**src/rtl/lineclear_sequencer_if.sv**
```systemverilog
// Signal bundle between the lineclear sequencer and the lock logic, the
// lineclear evaluator and the piece spawner.
interface lineclear_sequencer_if;
    logic         lock_valid;
    logic         lock_ready;
    logic [199:0] board_in;
    logic         lc_start;
    logic [199:0] lc_input;
    logic [199:0] lc_output;
    logic         lc_done;
    logic [199:0] board_out;
    logic [15:0]  lines_total;
    logic [2:0]   lines_last;
    logic [3:0]   level;
    logic [5:0]   drop_interval;
    logic         spawn_valid;
    logic         spawn_ready;
    logic         game_over;
    logic         timeout_err;
    logic         restart;

    // The sequencer is the slave; lock logic, evaluator and spawner together form the master.
    modport slave (
        input  lock_valid, board_in, lc_output, lc_done, spawn_ready, restart,
        output lock_ready, lc_start, lc_input, board_out, lines_total, lines_last,
               level, drop_interval, spawn_valid, game_over, timeout_err
    );

    modport master (
        output lock_valid, board_in, lc_output, lc_done, spawn_ready, restart,
        input  lock_ready, lc_start, lc_input, board_out, lines_total, lines_last,
               level, drop_interval, spawn_valid, game_over, timeout_err
    );
endinterface

```
**src/rtl/lineclear_sequencer.sv**
```systemverilog
// Sequences one lineclear evaluation per locked piece, then updates the
// line/level/gravity counters, checks for top-out and hands off to the spawner.
module lineclear_sequencer #(
    parameter int LINES_PER_LEVEL = 10,
    parameter int MAX_LEVEL       = 15,
    parameter int BASE_DROP       = 48,
    parameter int DROP_STEP       = 3,
    parameter int MIN_DROP        = 3,
    parameter int TOP_ROWS        = 2,
    parameter int TIMEOUT         = 255
) (
    input logic                  clk,
    input logic                  reset,
    lineclear_sequencer_if.slave bus
);
    localparam int WD_W = $clog2(TIMEOUT + 1);

    typedef enum logic [3:0] {
        S_IDLE, S_LATCH, S_START, S_WAIT, S_COMMIT, S_UPDATE, S_CHECK, S_SPAWN, S_OVER
    } state_t;

    state_t       r_state;
    logic [199:0] r_lc_input;
    logic [199:0] r_board_out;
    logic         r_lock_ready;
    logic         r_lc_start;
    logic         r_spawn_valid;
    logic         r_game_over;
    logic         r_timeout_err;
    logic [15:0]  r_lines_total;
    logic [2:0]   r_lines_last;
    logic [2:0]   r_full_rows;
    logic [3:0]   r_level;
    logic [5:0]   r_drop;
    logic [WD_W-1:0] r_wdog;

    logic [4:0]   w_full_cnt;
    logic [2:0]   w_full_clamped;
    logic [16:0]  w_sum;
    logic [15:0]  w_total_new;
    logic [15:0]  w_level_raw;
    logic [3:0]   w_level_new;
    logic [7:0]   w_step;
    logic [5:0]   w_drop_new;
    logic         w_top_hit;

    // Next counter values are computed from the committed line count so UPDATE is a single cycle.
    always_comb begin
        w_full_cnt = '0;
        for (int r = 0; r < 20; r++) begin
            if (&bus.board_in[r*10 +: 10]) w_full_cnt = w_full_cnt + 5'd1;
        end
        w_full_clamped = (w_full_cnt > 5'd4) ? 3'd4 : w_full_cnt[2:0];
        w_sum       = {1'b0, r_lines_total} + {14'd0, r_lines_last};
        w_total_new = w_sum[16] ? 16'hFFFF : w_sum[15:0];
        w_level_raw = w_total_new / 16'(LINES_PER_LEVEL);
        w_level_new = (w_level_raw > 16'(MAX_LEVEL)) ? 4'(MAX_LEVEL) : w_level_raw[3:0];
        w_step      = {4'd0, w_level_new} * 8'(DROP_STEP);
        // Clamp before subtracting so the interval never wraps below the floor.
        w_drop_new  = ({1'b0, w_step} + 9'(MIN_DROP) >= 9'(BASE_DROP))
                      ? 6'(MIN_DROP) : 6'(8'(BASE_DROP) - w_step);
        w_top_hit   = |r_board_out[TOP_ROWS*10-1:0];
    end

    always_ff @(posedge clk or negedge reset) begin
        if (!reset) begin
            r_state       <= S_IDLE;
            r_lc_input    <= '0;
            r_board_out   <= '0;
            r_lock_ready  <= 1'b1;
            r_lc_start    <= 1'b0;
            r_spawn_valid <= 1'b0;
            r_game_over   <= 1'b0;
            r_timeout_err <= 1'b0;
            r_lines_total <= '0;
            r_lines_last  <= '0;
            r_full_rows   <= '0;
            r_level       <= '0;
            r_drop        <= 6'(BASE_DROP);
            r_wdog        <= '0;
        end else if (bus.restart) begin
            r_state       <= S_IDLE;
            r_board_out   <= '0;
            r_lock_ready  <= 1'b1;
            r_lc_start    <= 1'b0;
            r_spawn_valid <= 1'b0;
            r_game_over   <= 1'b0;
            r_timeout_err <= 1'b0;
            r_lines_total <= '0;
            r_lines_last  <= '0;
            r_level       <= '0;
            r_drop        <= 6'(BASE_DROP);
        end else begin
            case (r_state)
                S_IDLE: begin
                    if (bus.lock_valid && r_lock_ready) begin
                        r_lc_input   <= bus.board_in;
                        r_full_rows  <= w_full_clamped;
                        r_lock_ready <= 1'b0;
                        r_state      <= S_LATCH;
                    end
                end
                S_LATCH: begin
                    r_wdog     <= '0;
                    r_lc_start <= 1'b1;
                    r_state    <= S_START;
                end
                S_START: begin
                    r_lc_start <= 1'b0;
                    r_state    <= S_WAIT;
                end
                // Completion is tested first so a done arriving on the last watchdog cycle still commits.
                S_WAIT: begin
                    if (bus.lc_done) begin
                        r_board_out <= bus.lc_output;
                        r_state     <= S_COMMIT;
                    end else if (r_wdog == WD_W'(TIMEOUT - 1)) begin
                        r_wdog        <= r_wdog + 1'b1;
                        r_timeout_err <= 1'b1;
                        r_lines_last  <= '0;
                        r_state       <= S_CHECK;
                    end else begin
                        r_wdog <= r_wdog + 1'b1;
                    end
                end
                S_COMMIT: begin
                    r_lines_last <= r_full_rows;
                    r_state      <= S_UPDATE;
                end
                S_UPDATE: begin
                    r_lines_total <= w_total_new;
                    r_level       <= w_level_new;
                    r_drop        <= w_drop_new;
                    r_state       <= S_CHECK;
                end
                S_CHECK: begin
                    if (w_top_hit) begin
                        r_game_over <= 1'b1;
                        r_state     <= S_OVER;
                    end else begin
                        r_spawn_valid <= 1'b1;
                        r_state       <= S_SPAWN;
                    end
                end
                S_SPAWN: begin
                    if (bus.spawn_ready) begin
                        r_spawn_valid <= 1'b0;
                        r_lock_ready  <= 1'b1;
                        r_state       <= S_IDLE;
                    end
                end
                S_OVER:  r_state <= S_OVER;
                default: r_state <= S_IDLE;
            endcase
        end
    end

    assign bus.lock_ready    = r_lock_ready;
    assign bus.lc_start      = r_lc_start;
    assign bus.lc_input      = r_lc_input;
    assign bus.board_out     = r_board_out;
    assign bus.lines_total   = r_lines_total;
    assign bus.lines_last    = r_lines_last;
    assign bus.level         = r_level;
    assign bus.drop_interval = r_drop;
    assign bus.spawn_valid   = r_spawn_valid;
    assign bus.game_over     = r_game_over;
    assign bus.timeout_err   = r_timeout_err;
endmodule

```
**src/flat_wrapper.sv**
```systemverilog
// flat-port wrapper written by rule: the top's interface ports become plain ports
module lineclear_sequencer_flat 
#(
    parameter int LINES_PER_LEVEL = 10,
    parameter int MAX_LEVEL       = 15,
    parameter int BASE_DROP       = 48,
    parameter int DROP_STEP       = 3,
    parameter int MIN_DROP        = 3,
    parameter int TOP_ROWS        = 2,
    parameter int TIMEOUT         = 255
)
  (clk, reset, bus_lock_valid, bus_board_in, bus_lc_output, bus_lc_done, bus_spawn_ready, bus_restart, bus_lock_ready, bus_lc_start, bus_lc_input, bus_board_out, bus_lines_total, bus_lines_last, bus_level, bus_drop_interval, bus_spawn_valid, bus_game_over, bus_timeout_err);
  lineclear_sequencer_if bus_i ();
  input logic clk;
  input logic reset;
  input wire logic [$bits(bus_i.lock_valid)-1:0] bus_lock_valid;
  input wire logic [$bits(bus_i.board_in)-1:0] bus_board_in;
  input wire logic [$bits(bus_i.lc_output)-1:0] bus_lc_output;
  input wire logic [$bits(bus_i.lc_done)-1:0] bus_lc_done;
  input wire logic [$bits(bus_i.spawn_ready)-1:0] bus_spawn_ready;
  input wire logic [$bits(bus_i.restart)-1:0] bus_restart;
  output wire logic [$bits(bus_i.lock_ready)-1:0] bus_lock_ready;
  output wire logic [$bits(bus_i.lc_start)-1:0] bus_lc_start;
  output wire logic [$bits(bus_i.lc_input)-1:0] bus_lc_input;
  output wire logic [$bits(bus_i.board_out)-1:0] bus_board_out;
  output wire logic [$bits(bus_i.lines_total)-1:0] bus_lines_total;
  output wire logic [$bits(bus_i.lines_last)-1:0] bus_lines_last;
  output wire logic [$bits(bus_i.level)-1:0] bus_level;
  output wire logic [$bits(bus_i.drop_interval)-1:0] bus_drop_interval;
  output wire logic [$bits(bus_i.spawn_valid)-1:0] bus_spawn_valid;
  output wire logic [$bits(bus_i.game_over)-1:0] bus_game_over;
  output wire logic [$bits(bus_i.timeout_err)-1:0] bus_timeout_err;
  assign bus_i.lock_valid = bus_lock_valid;
  assign bus_i.board_in = bus_board_in;
  assign bus_i.lc_output = bus_lc_output;
  assign bus_i.lc_done = bus_lc_done;
  assign bus_i.spawn_ready = bus_spawn_ready;
  assign bus_i.restart = bus_restart;
  assign bus_lock_ready = bus_i.lock_ready;
  assign bus_lc_start = bus_i.lc_start;
  assign bus_lc_input = bus_i.lc_input;
  assign bus_board_out = bus_i.board_out;
  assign bus_lines_total = bus_i.lines_total;
  assign bus_lines_last = bus_i.lines_last;
  assign bus_level = bus_i.level;
  assign bus_drop_interval = bus_i.drop_interval;
  assign bus_spawn_valid = bus_i.spawn_valid;
  assign bus_game_over = bus_i.game_over;
  assign bus_timeout_err = bus_i.timeout_err;
  lineclear_sequencer #(.LINES_PER_LEVEL(LINES_PER_LEVEL), .MAX_LEVEL(MAX_LEVEL), .BASE_DROP(BASE_DROP), .DROP_STEP(DROP_STEP), .MIN_DROP(MIN_DROP), .TOP_ROWS(TOP_ROWS), .TIMEOUT(TIMEOUT)) u_core (.clk(clk), .reset(reset), .bus(bus_i));
endmodule
```
**config.mk**
```make
export PLATFORM = sky130hd
export DESIGN_NAME = lineclear_sequencer_flat
export DESIGN_NICKNAME = d
export VERILOG_FILES = /design/src/rtl/lineclear_sequencer_if.sv /design/src/rtl/lineclear_sequencer.sv /design/src/flat_wrapper.sv
export SDC_FILE = /design/constraint.sdc
export NUM_CORES = 1
export LEC_CHECK = 0
export BUFFER_PORTS_ARGS = -buffer_cell sky130_fd_sc_hd__buf_2
export CORE_AREA = 10 10 315 317
export CTS_CLUSTER_SIZE = 8
export DETAILED_ROUTE_END_ITERATION = 6
export DIE_AREA = 0 0 325 327
export GPL_ROUTABILITY_DRIVEN = 0
export PLACE_DENSITY = 0.51
export SLEW_MARGIN = 20
export SYNTH_ARGS = -nofsm -noshare
export SYNTH_HDL_FRONTEND = slang
export SYNTH_SLANG_ARGS = --single-unit
```
**constraint.sdc**
```tcl
create_clock -name clk -period 7.7 [get_ports clk]
set_input_delay 1.155 -clock clk [delete_from_list [all_inputs] [get_ports clk]]
set_output_delay 1.155 -clock clk [all_outputs]
set_load 0.02 [all_outputs]
```
==> flow_summary.json, run 1 <==
{
  "die-area_sq_um": 106000,
  "cts_tree": "built",
  "clk_pin_slew_ps": 50,
  "fin_util": 0.342,
  "grt_use_total": 0.165,
  "synth_cells": 1851,
  "cts_inserted_buffers": 67,
  "die_w_um": 325,
  "criticalPathCategory": "input pin to flop",
  "seq_area_sq_um": 11200,
  "max_stage_delay_ps": 540,
  "worstMarginPinSlew_ps": 1170,
  "routed_wl_um": 92500,
  "switching_share": 0.366,
  "rsz0062_at_grt": "true",
  "vias_per_cell": 4.64,
  "ir_worst_vdd_v": 0.000218,
  "holdCritPathClass": "flop to flop",
  "max_freq_mhz": 94.3,
  "root_buffer": "clkbuf_16",
  "p_leak_nw": 15.8,
  "ys_seq_area_frac": 0.518,
  "cp_top_family": "adder cells",
  "synth-main-ff-cell": "dfrtp_1",
  "fin_crit_ps": 10600,
  "ios": 840,
  "dpl_cell_area_sq_um": 29300,
  "max_cap_viol_count": 0,
  "yosys_register_bits": 447,
  "drv_slew": 0,
  "power.density_nw_per_um2": 295,
  "final.fill_count": 9542,
  "row_count": 112,
  "async_flop_share": 1.00,
  "cp.required_ps": 8190,
  "outcome": "finished, violations left",
  "drc": 0,
  "setup_ws_ps": -2900,
  "cts.sinks": 447,
  "drtIter0Drc": 1305,
  "holdWs_ps": 494,
  "grt_pass1_vias": 20700,
  "dr.pass1.iters": 6,
  "failed_checks": "negative setup slack",
  "grt_pass1_wl_um": 135000,
  "ant_nets": 0,
  "wire_per_inst_um": 21.8,
  "min_period_over_period": 1.38,
  "die_y_um": 327,
  "crit_slowest_cell": "or4_4",
  "overflow": 0,
  "postLayoutCellArea_sq_um": 31700,
  "finalSetupViolations": 3,
  "seq_power_share": 0.354,
  "cts_max_level": 3,
  "skew_ps": 18.5,
  "start_util": 0.233,
  "synth.distinct_cells": 104,
  "layout-area-overhead-vs-synth_pct": 47.0,
  "netSwitchingPower_mw": 3.43,
  "layout-drive-gt1-share": 0.525,
  "synth_edf_count": 0,
  "path_buf_inv": 7,
  "place.port_buffers": 839,
  "nets": 3387,
  "grt_max_degree": 189,
  "cts_hold_buf": 0,
  "multi_input_area_sq_um": 10500,
  "antenna_found_initial": 36,
  "share_comb_of_total_power": 0.358,
  "relSlewSlack": 0.219,
  "insertion_delay_ps": 600,
  "cp-start-kind": "input pin",
  "critPathMostFrequentCell": "ha_4",
  "avgSynthCellArea_sq_um": 11.7,
  "dp_slack_ps": -3850,
  "p_total_mw": 9.37,
  "p_int_mw": 5.95,
  "synth_nets": 2289,
  "cts_buffer_depth": 3,
  "netlist_area_sq_um": 21600,
  "power_frac_clock": 0.288,
  "vias": 19700,
  "cp.arrival_ps": 11090,
  "end_kind": "flop",
  "core_area_sq_um": 92800,
  "yosys_warnings": 0,
  "finalHoldViolations": 0,
  "dp_hpwl_um": 72500,
  "cp_max_fo": 5
}
-- per-layer routing --
layer  routed length, um  track usage  vias to the layer above
met5                 173            0                        -
met2               43900        0.268                      666
met1               38000        0.198                     9673
li1                    -            -                     9157
met4                2700       0.0586                       24
met3                7740       0.0628                      152
-- state kept, by name, indices dropped and copies added, names as in the netlist, 3 cells and up --
name and count:
u_core.bus.lines_total 16, u_core.bus.drop_interval 5, u_core.r_wdog 8, u_core.r_full_rows 3, u_core.r_state 4, u_core.bus.lc_input 200
u_core.bus.lines_last 3, u_core.bus.board_out 200, u_core.bus.level 3
-- synth_stat cells, types with 6 or more instances --
| master | instances | share of area |
|---|---|---|
| or3_1 | 10 | 0.0029 |
| xnor2_1 | 37 | 0.015 |
| nor2_1 | 102 | 0.018 |
| and3_1 | 8 | 0.0023 |
| nand2_1 | 140 | 0.024 |
| nand3_1 | 31 | 0.0072 |
| nor4_1 | 21 | 0.0061 |
| ha_1 | 30 | 0.017 |
| and4_1 | 10 | 0.0041 |
| a21oi_1 | 51 | 0.012 |
| o22ai_1 | 8 | 0.0023 |
| or4_1 | 7 | 0.0024 |
| clkbuf_1 | 91 | 0.016 |
| inv_1 | 27 | 0.0047 |
| a2111oi_0 | 8 | 0.0032 |
| and2_1 | 19 | 0.0055 |
| mux2i_1 | 15 | 0.0070 |
| a31oi_1 | 11 | 0.0032 |
| nand4_1 | 49 | 0.014 |
| o21ai_0 | 41 | 0.0095 |
| o211ai_1 | 8 | 0.0028 |
| a22o_1 | 204 | 0.083 |
| o21a_1 | 10 | 0.0035 |
| xor2_1 | 24 | 0.0097 |
| o31ai_1 | 10 | 0.0035 |
| nor3_1 | 42 | 0.0097 |
| a21o_1 | 10 | 0.0035 |
| xor2_2 | 7 | 0.0053 |
| nand2b_1 | 6 | 0.0017 |
| buf_2 | 8 | 0.0019 |
| a22oi_1 | 6 | 0.0021 |
| dfrtp_1 | 444 | 0.51 |
| a211oi_1 | 27 | 0.0094 |
| mux2_2 | 203 | 0.11 |
-- cell type report --
| class | count | area share |
|---|---|---|
| multi-input cells | 1272 | 0.329 |
| diodes | 16 | 0.00126 |
| repair buffers | 1134 | 0.206 |
| inverters | 27 | 0.00327 |
| clock inverters | 7 | 0.00252 |
| well taps | 1254 | 0.0494 |
| clock buffers | 82 | 0.0555 |
| flip-flops and latches | 447 | 0.353 |
-- logic make-up (layout without fill, tap and decap cells) --
| family | after synthesis | in the layout | share of synthesized area |
|---|---|---|---|
| AOI/OAI and AO/OA | 465 | 465 | 0.172 |
| and+or+nand+nor | 478 | 478 | 0.113 |
| buffers and inverters | 133 | 1250 | 0.0253 |
| xor gates and xnor gates | 74 | 74 | 0.0358 |
| muxes | 222 | 223 | 0.116 |
| DFF | 447 | 447 | 0.518 |
| adders and majority gates | 32 | 32 | 0.0192 |
| other | 0 | 16 | 0 |
-- cells in the final DEF, fill, tap and decap left out, drive strengths merged, types with 16 or more instances in the layout --
master	instances
nor2	105
xor2	31
o21ai	46
diode	16
a22o	204
buf	1134
dfrtp	444
mux2i	17
nand4	51
nand3	33
nor3	45
xnor2	41
a211oi	30
ha	30
nor4	23
a21oi	54
mux2	206
inv	30
nand2	140
clkbuf	82
and2	19
-- metrics by stage --
step	TNS (ps)	instances
3_5_place_dp	-11470	4115
3_3_place_gp	-11380	4115
5_1_grt	-10110	4233
4_1_cts	-9010	4214
6_report	-8570	4239
2_1_floorplan	-11460	1851
-- final timing paths --
kind | start | end | slack (ps) | cells past startpoint
max | bus_board_in[18] | u_core.r_full_rows[2] | -2900 | 63
min | u_core.bus.board_out[189] | u_core.bus.board_out[189] | 490 | 1
max reg2reg | u_core.bus.lines_last[0] | u_core.bus.drop_interval[5] | 330 | 31
min reg2reg | u_core.bus.board_out[189] | u_core.bus.board_out[189] | 490 | 1
max in group asynchronous | reset | u_core.bus.board_out[48] | 5430 | 3
min in group asynchronous | reset | u_core.bus.lc_input[116] | 530 | 1
-- power groups by stage --
stage	clock (mW)	combinational, mW	sequential, mW
3_5_place_dp	0	3.39	3.34
5_1_grt	2.88	3.60	3.39
3_3_place_gp	0	3.39	3.32
2_1_floorplan	0	1.19	4.07
6_report	2.70	3.36	3.32
4_1_cts	2.78	3.40	3.31
-- timing repair --
item	CTS	global route
gates cloned	0	1
buffers inserted	10	8
gates resized for setup	20	62
pin swaps	3	12
endpoints found under the setup margin	5	7
Power figures use the tool's default switching activity.
==> run 2, diff against run 1 <==
--- a/config.mk
+++ b/config.mk
@@ -5,6 +5,7 @@
 export SDC_FILE = /design/constraint.sdc
 export NUM_CORES = 1
 export LEC_CHECK = 0
+export ABC_AREA = 1
 export BUFFER_PORTS_ARGS = -buffer_cell sky130_fd_sc_hd__buf_2
 export CORE_AREA = 10 10 315 317
 export CTS_CLUSTER_SIZE = 8
@@ -16,3 +17,4 @@
 export SYNTH_ARGS = -nofsm -noshare
 export SYNTH_HDL_FRONTEND = slang
 export SYNTH_SLANG_ARGS = --single-unit
+export TNS_END_PERCENT = 10
==> flow_summary.json, run 2 <==
{
  "holdCritPathClass": "flop to flop",
  "final_common_cell": "nand2_1",
  "rr_worst_depth": 68,
  "cts_max_level": 3,
  "netlist_area_sq_um": 21600,
  "synth.most_common_cell": "nand2_1",
  "finalSetupViolations": 3,
  "start_util": 0.233,
  "max_freq_mhz": 102,
  "worstHoldEndpoint": "u_core.bus.lc_input[30]",
  "synth_cells": 2740,
  "grt_max_degree": 184,
  "hp-start": "u_core.bus.lc_input[30]",
  "rr_startpoint": "u_core.bus.lines_last[0]",
  "cp.required_ps": 8180,
  "drtIter0Drc": 1268,
  "synth_top_area_share": 0.515,
  "setup_ws_ps": -2140,
  "skew_ps": 21.6,
  "row_count": 112,
  "ant_nets": 0,
  "crit_slowest_cell": "or2_4",
  "synthTopCellsByArea": "dfrtp_1 (51%), nand2_1 (20%), nand3_1 (5.8%)",
  "critPathMostFrequentCell": "inv_2",
  "die-area_sq_um": 106000,
  "place.port_buffers": 839,
  "yosys_warnings": 0,
  "dp_hpwl_um": 69200,
  "cp-start-kind": "input pin",
  "min_period_over_period": 1.28,
  "rsz0062_at_grt": "true",
  "tns_ps": -6290,
  "synth.distinct_cells": 50,
  "relSlewSlack": 0.237,
  "overflow": 0,
  "power.density_nw_per_um2": 276,
  "mostFrequentLayoutCells": "nand2_1 (1119), buf_2 (836), dfrtp_1 (444)",
  "nets": 4126,
  "layout-area-overhead-vs-synth_pct": 41.9,
  "cp.arrival_ps": 10320,
  "p_total_mw": 8.44,
  "cts.sinks": 447,
  "criticalPathCategory": "input pin to flop",
  "path_buf_inv": 23,
  "grt_pass1_vias": 21900,
  "grt_use_total": 0.163,
  "clk_pin_slew_ps": 50,
  "grt_pass1_wl_um": 135000,
  "async_flop_share": 1.00,
  "max_stage_delay_ps": 300,
  "dr.pass1.iters": 5,
  "finalHoldViolations": 0,
  "vias": 21300,
  "ys_seq_area_frac": 0.518,
  "stdcell_count": 4972,
  "synth_edf_count": 0,
  "core_area_sq_um": 92800,
  "drc": 0,
  "vias_per_cell": 4.29,
  "antenna_found_initial": 16,
  "fin_crit_ps": 9840,
  "wire_per_inst_um": 18.2,
  "cp_top_family": "adder cells",
  "max_cap_viol_count": 0,
  "die_w_um": 325,
  "die_y_um": 327,
  "cts_inserted_buffers": 67,
  "worstMarginPinSlew_ps": 1140,
  "insertion_delay_ps": 610,
  "synth_nets": 3178,
  "ir_worst_vdd_v": 0.000188,
  "dp_cells": 4855,
  "ff2ff_setup_slack_ps": 80,
  "p_leak_nw": 17.7,
  "failed_checks": "negative setup slack",
  "outcome": "finished, violations left",
  "hold_path_depth": 2,
  "synth_area_leader_cell": "dfrtp_1",
  "ios": 840,
  "cp_max_fo": 3,
  "drv_slew": 0,
  "synth_common_cells": "nand2_1 (1137), dfrtp_1 (444), nand3_1 (249)",
  "cts_tree": "built",
  "layout-drive-gt1-share": 0.340,
  "routed_wl_um": 90500,
  "cts_buffer_depth": 3,
  "yosys_register_bits": 447,
  "synth-main-ff-cell": "dfrtp_1",
  "root_buffer": "clkbuf_16",
  "end_kind": "flop",
  "rr_endpoint": "u_core.bus.drop_interval[2]",
  "avgSynthCellArea_sq_um": 7.88
}
## run 2: final cells by class
| class | count | area [sq um] |
|---|---|---|
| fillers | 10200 | 62200 |
| well taps | 1254 | 1570 |
| repair buffers | 996 | 5440 |
| clock inverters | 7 | 97.6 |
| multi-input cells | 1923 | 9520 |
| diodes | 9 | 22.5 |
| flip-flops and latches | 447 | 11200 |
| clock buffers | 83 | 1810 |
| inverters | 253 | 966 |
## run 2: where the power goes
group	internal, mW	switching, mW	leakage (nW)
logic	0.736	1.72	10.9
clock network	1.67	1.10	0.931
registers	2.90	0.318	5.94
## run 2: routing by layer
layer	GRT usage	share of wire
met1	0.189	0.40
met2	0.278	0.49
met3	0.0577	0.082
met4	0.0510	0.027
met5	0	0.00072
## run 2: worst max-delay path by stage
stage	slack, ps	start	endpoint	depth (start not counted)
after floorplan	-2860	bus_board_in[18]	u_core.r_full_rows[2]	65
after global placement	-3600	bus_board_in[1]	u_core.r_full_rows[2]	66
after detailed placement	-3580	bus_board_in[1]	u_core.r_full_rows[2]	66
after CTS	-2560	bus_board_in[17]	u_core.r_full_rows[2]	70
after global routing	-2590	bus_board_in[8]	u_core.r_full_rows[2]	66
final	-2140	bus_board_in[18]	u_core.r_full_rows[2]	67
## run 2: stage by stage
| step | instance area [sq um] | util | hold WS, ps | setup WS, ps |
|---|---|---|---|---|
| 5_1_grt | 30600 | 0.330 | 477 | -2590 |
| 2_1_floorplan | 21600 | - | 455 | -2860 |
| 3_3_place_gp | 28100 | 0.303 | 449 | -3600 |
| 4_1_cts | 30300 | 0.327 | 465 | -2560 |
| 6_report | 30600 | 0.330 | 461 | -2140 |
| 3_5_place_dp | 28100 | 0.303 | 453 | -3580 |
## run 2: cell families (layout without fill, tap and decap cells)
group,Yosys count,in the layout,synth area share
compound gates,183,183,0.0470
xor+xnor,46,46,0.0190
fa+ha+maj,32,32,0.0192
buf+inv,370,1339,0.0649
flops,447,447,0.518
mux,2,2,0.000928
other cells,0,9,0
simple gates,1660,1660,0.330
## run 2: worst register-to-register path: cells and delay by family, from the launching register on
kind            cells  cell delay, ps
simple gates       55            4800
buf+inv             6             440
fa+ha+maj           4            1390
flops               1             410
xor+xnor            1             150
compound gates      2             330
## run 2: repair_timing
action                                 in CTS  in global routing
endpoints found under the hold margin       0                  0
hold buffers                                0                  0
gates resized for setup                    32                 63
buffers inserted                           23                  4
setup endpoints to repair                   3                  7
pin swaps                                  27                 44
==> run 3, diff against run 2 <==
--- a/config.mk
+++ b/config.mk
@@ -8,11 +8,12 @@
 export ABC_AREA = 1
 export BUFFER_PORTS_ARGS = -buffer_cell sky130_fd_sc_hd__buf_2
 export CORE_AREA = 10 10 315 317
-export CTS_CLUSTER_SIZE = 8
+export CTS_CLUSTER_SIZE = 20
 export DETAILED_ROUTE_END_ITERATION = 6
 export DIE_AREA = 0 0 325 327
 export GPL_ROUTABILITY_DRIVEN = 0
 export PLACE_DENSITY = 0.51
+export SKIP_CTS_REPAIR_TIMING = 1
 export SLEW_MARGIN = 20
 export SYNTH_ARGS = -nofsm -noshare
 export SYNTH_HDL_FRONTEND = slang
==> constraint.sdc (replaced) <==
create_clock -name clk -period 7.7 [get_ports clk]
set_input_delay 0.385 -clock clk [delete_from_list [all_inputs] [get_ports clk]]
set_output_delay 0.385 -clock clk [all_outputs]
set_load 0.02 [all_outputs]
==> flow_summary.json, run 3 (same netlist as run 2, synthesis figures left out) <==
{
  "end_kind": "flop",
  "ant_nets": 0,
  "cts_tree": "built",
  "finalHoldViolations": 0,
  "overflow": 0,
  "p_leak_nw": 18.5,
  "cts.sinks": 447,
  "clk_pin_slew_ps": 60,
  "vias_per_cell": 4.29,
  "grt_busiest_layer": "met2",
  "multi_input_area_sq_um": 9460,
  "tns_ps": -3820,
  "drv_slew": 0,
  "min_period_over_period": 1.17,
  "nets": 4321,
  "critPathLaunch": "bus_board_in[10]",
  "rr_startpoint": "u_core.bus.lines_last[0]",
  "outcome": "finished, violations left",
  "cp.required_ps": 8210,
  "met3_usage": 0.0530,
  "cts_max_level": 2,
  "grtUsageMet2": 0.278,
  "layout-area-overhead-vs-synth_pct": 51.1,
  "place.port_buffers": 839,
  "routed_wl_um": 92400,
  "fin_crit_ps": 9000,
  "final.fill_count": 9809,
  "root_buffer": "clkbuf_16",
  "mostFrequentLayoutCells": "nand2_1 (1130), buf_2 (837), dfrtp_1 (444)",
  "cts_inserted_buffers": 54,
  "finalSetupViolations": 3,
  "start_util": 0.233,
  "skew_ps": 21.6,
  "insertion_delay_ps": 630,
  "dr.pass1.iters": 5,
  "drtIter0Drc": 1314,
  "holdCritPathClass": "input pin to flop",
  "die_w_um": 325,
  "cts_buffer_depth": 3,
  "fin_util": 0.351,
  "vias": 22200,
  "rsz0062_at_grt": "true",
  "grt_max_degree": 141,
  "criticalPathCategory": "input pin to flop",
  "hp-start": "bus_board_in[169]",
  "p_total_mw": 8.41,
  "grt_pass1_vias": 21400,
  "die_y_um": 327,
  "grt_use_total": 0.160,
  "ir_worst_vdd_v": 0.000184,
  "dp_hpwl_um": 69600,
  "final_common_cell": "nand2_1",
  "max_cap_viol_count": 0,
  "power.density_nw_per_um2": 258,
  "stdcell_count": 5181,
  "cp-start-kind": "input pin",
  "ios": 840,
  "dp_slack_ps": -2920,
  "crit_slowest_cell": "or2_4",
  "wire_per_inst_um": 17.8,
  "dp_cells": 4827,
  "relSlewSlack": 0.288,
  "drc": 0,
  "core_area_sq_um": 92800,
  "setup_ws_ps": -1300,
  "layout-drive-gt1-share": 0.311,
  "row_count": 112,
  "cp.arrival_ps": 9500,
  "cp_max_fo": 3,
  "die-area_sq_um": 106000,
  "max_stage_delay_ps": 310,
  "worstMarginPinSlew_ps": 1070,
  "failed_checks": "negative setup slack",
  "seq_area_sq_um": 11200,
  "grt_pass1_wl_um": 133000,
  "antenna_found_initial": 12,
  "max_freq_mhz": 111,
  "use_met1": 0.186
}
[run 3: power breakdown]
part,internal [mW],switching [mW]
logic,0.814,1.75
registers,2.90,0.317
clock network,1.54,1.09
total,5.26,3.16
[run 3: cell type report]
type,count,area share
Timing Repair Buffer,1204,0.233
Clock buffer,75,0.0475
Clock inverter,21,0.00787
Tap cell,1254,0.0481
Inverter,253,0.0295
Sequential cell,447,0.343
Antenna cell,4,0.000307
Multi-Input combinational cell,1923,0.290
[run 3: path summary, 6_finish.rpt]
kind                                                to  slack, ps  cells after the start
min reg2reg                   u_core.bus.lc_input[158]        460                      2
min in group asynchronous    u_core.bus.board_out[194]        370                      2
max                              u_core.r_full_rows[2]      -1300                     66
max reg2reg                u_core.bus.drop_interval[5]        120                     66
max in group asynchronous      u_core.bus.lc_input[72]       5960                      3
min                           u_core.bus.lc_input[169]        0.3                      3
[run 3: per-stage QoR]
step	hold WS [ps]	cell area [sq um]
CTS	-245	29700
global placement	450	27900
finish	0.317	32600
floorplan	89.4	21600
global route	0.508	32600
detailed placement	453	27900
[run 3: critical path: cells and delay by family]
family	cells	cell delay, ps
xor gates and xnor gates	1	160
buffers and inverters	20	1220
adders and majority gates	18	3920
AOI/OAI and AO/OA	17	2540
and+or+nand+nor	10	1290
[run 3: layer usage]
| layer | share of wire | vias up |
|---|---|---|
| met5 | 0.00062 | - |
| met4 | 0.027 | 10 |
| met3 | 0.077 | 147 |
| met2 | 0.50 | 720 |
| met1 | 0.40 | 10400 |
| li1 | - | 11000 |
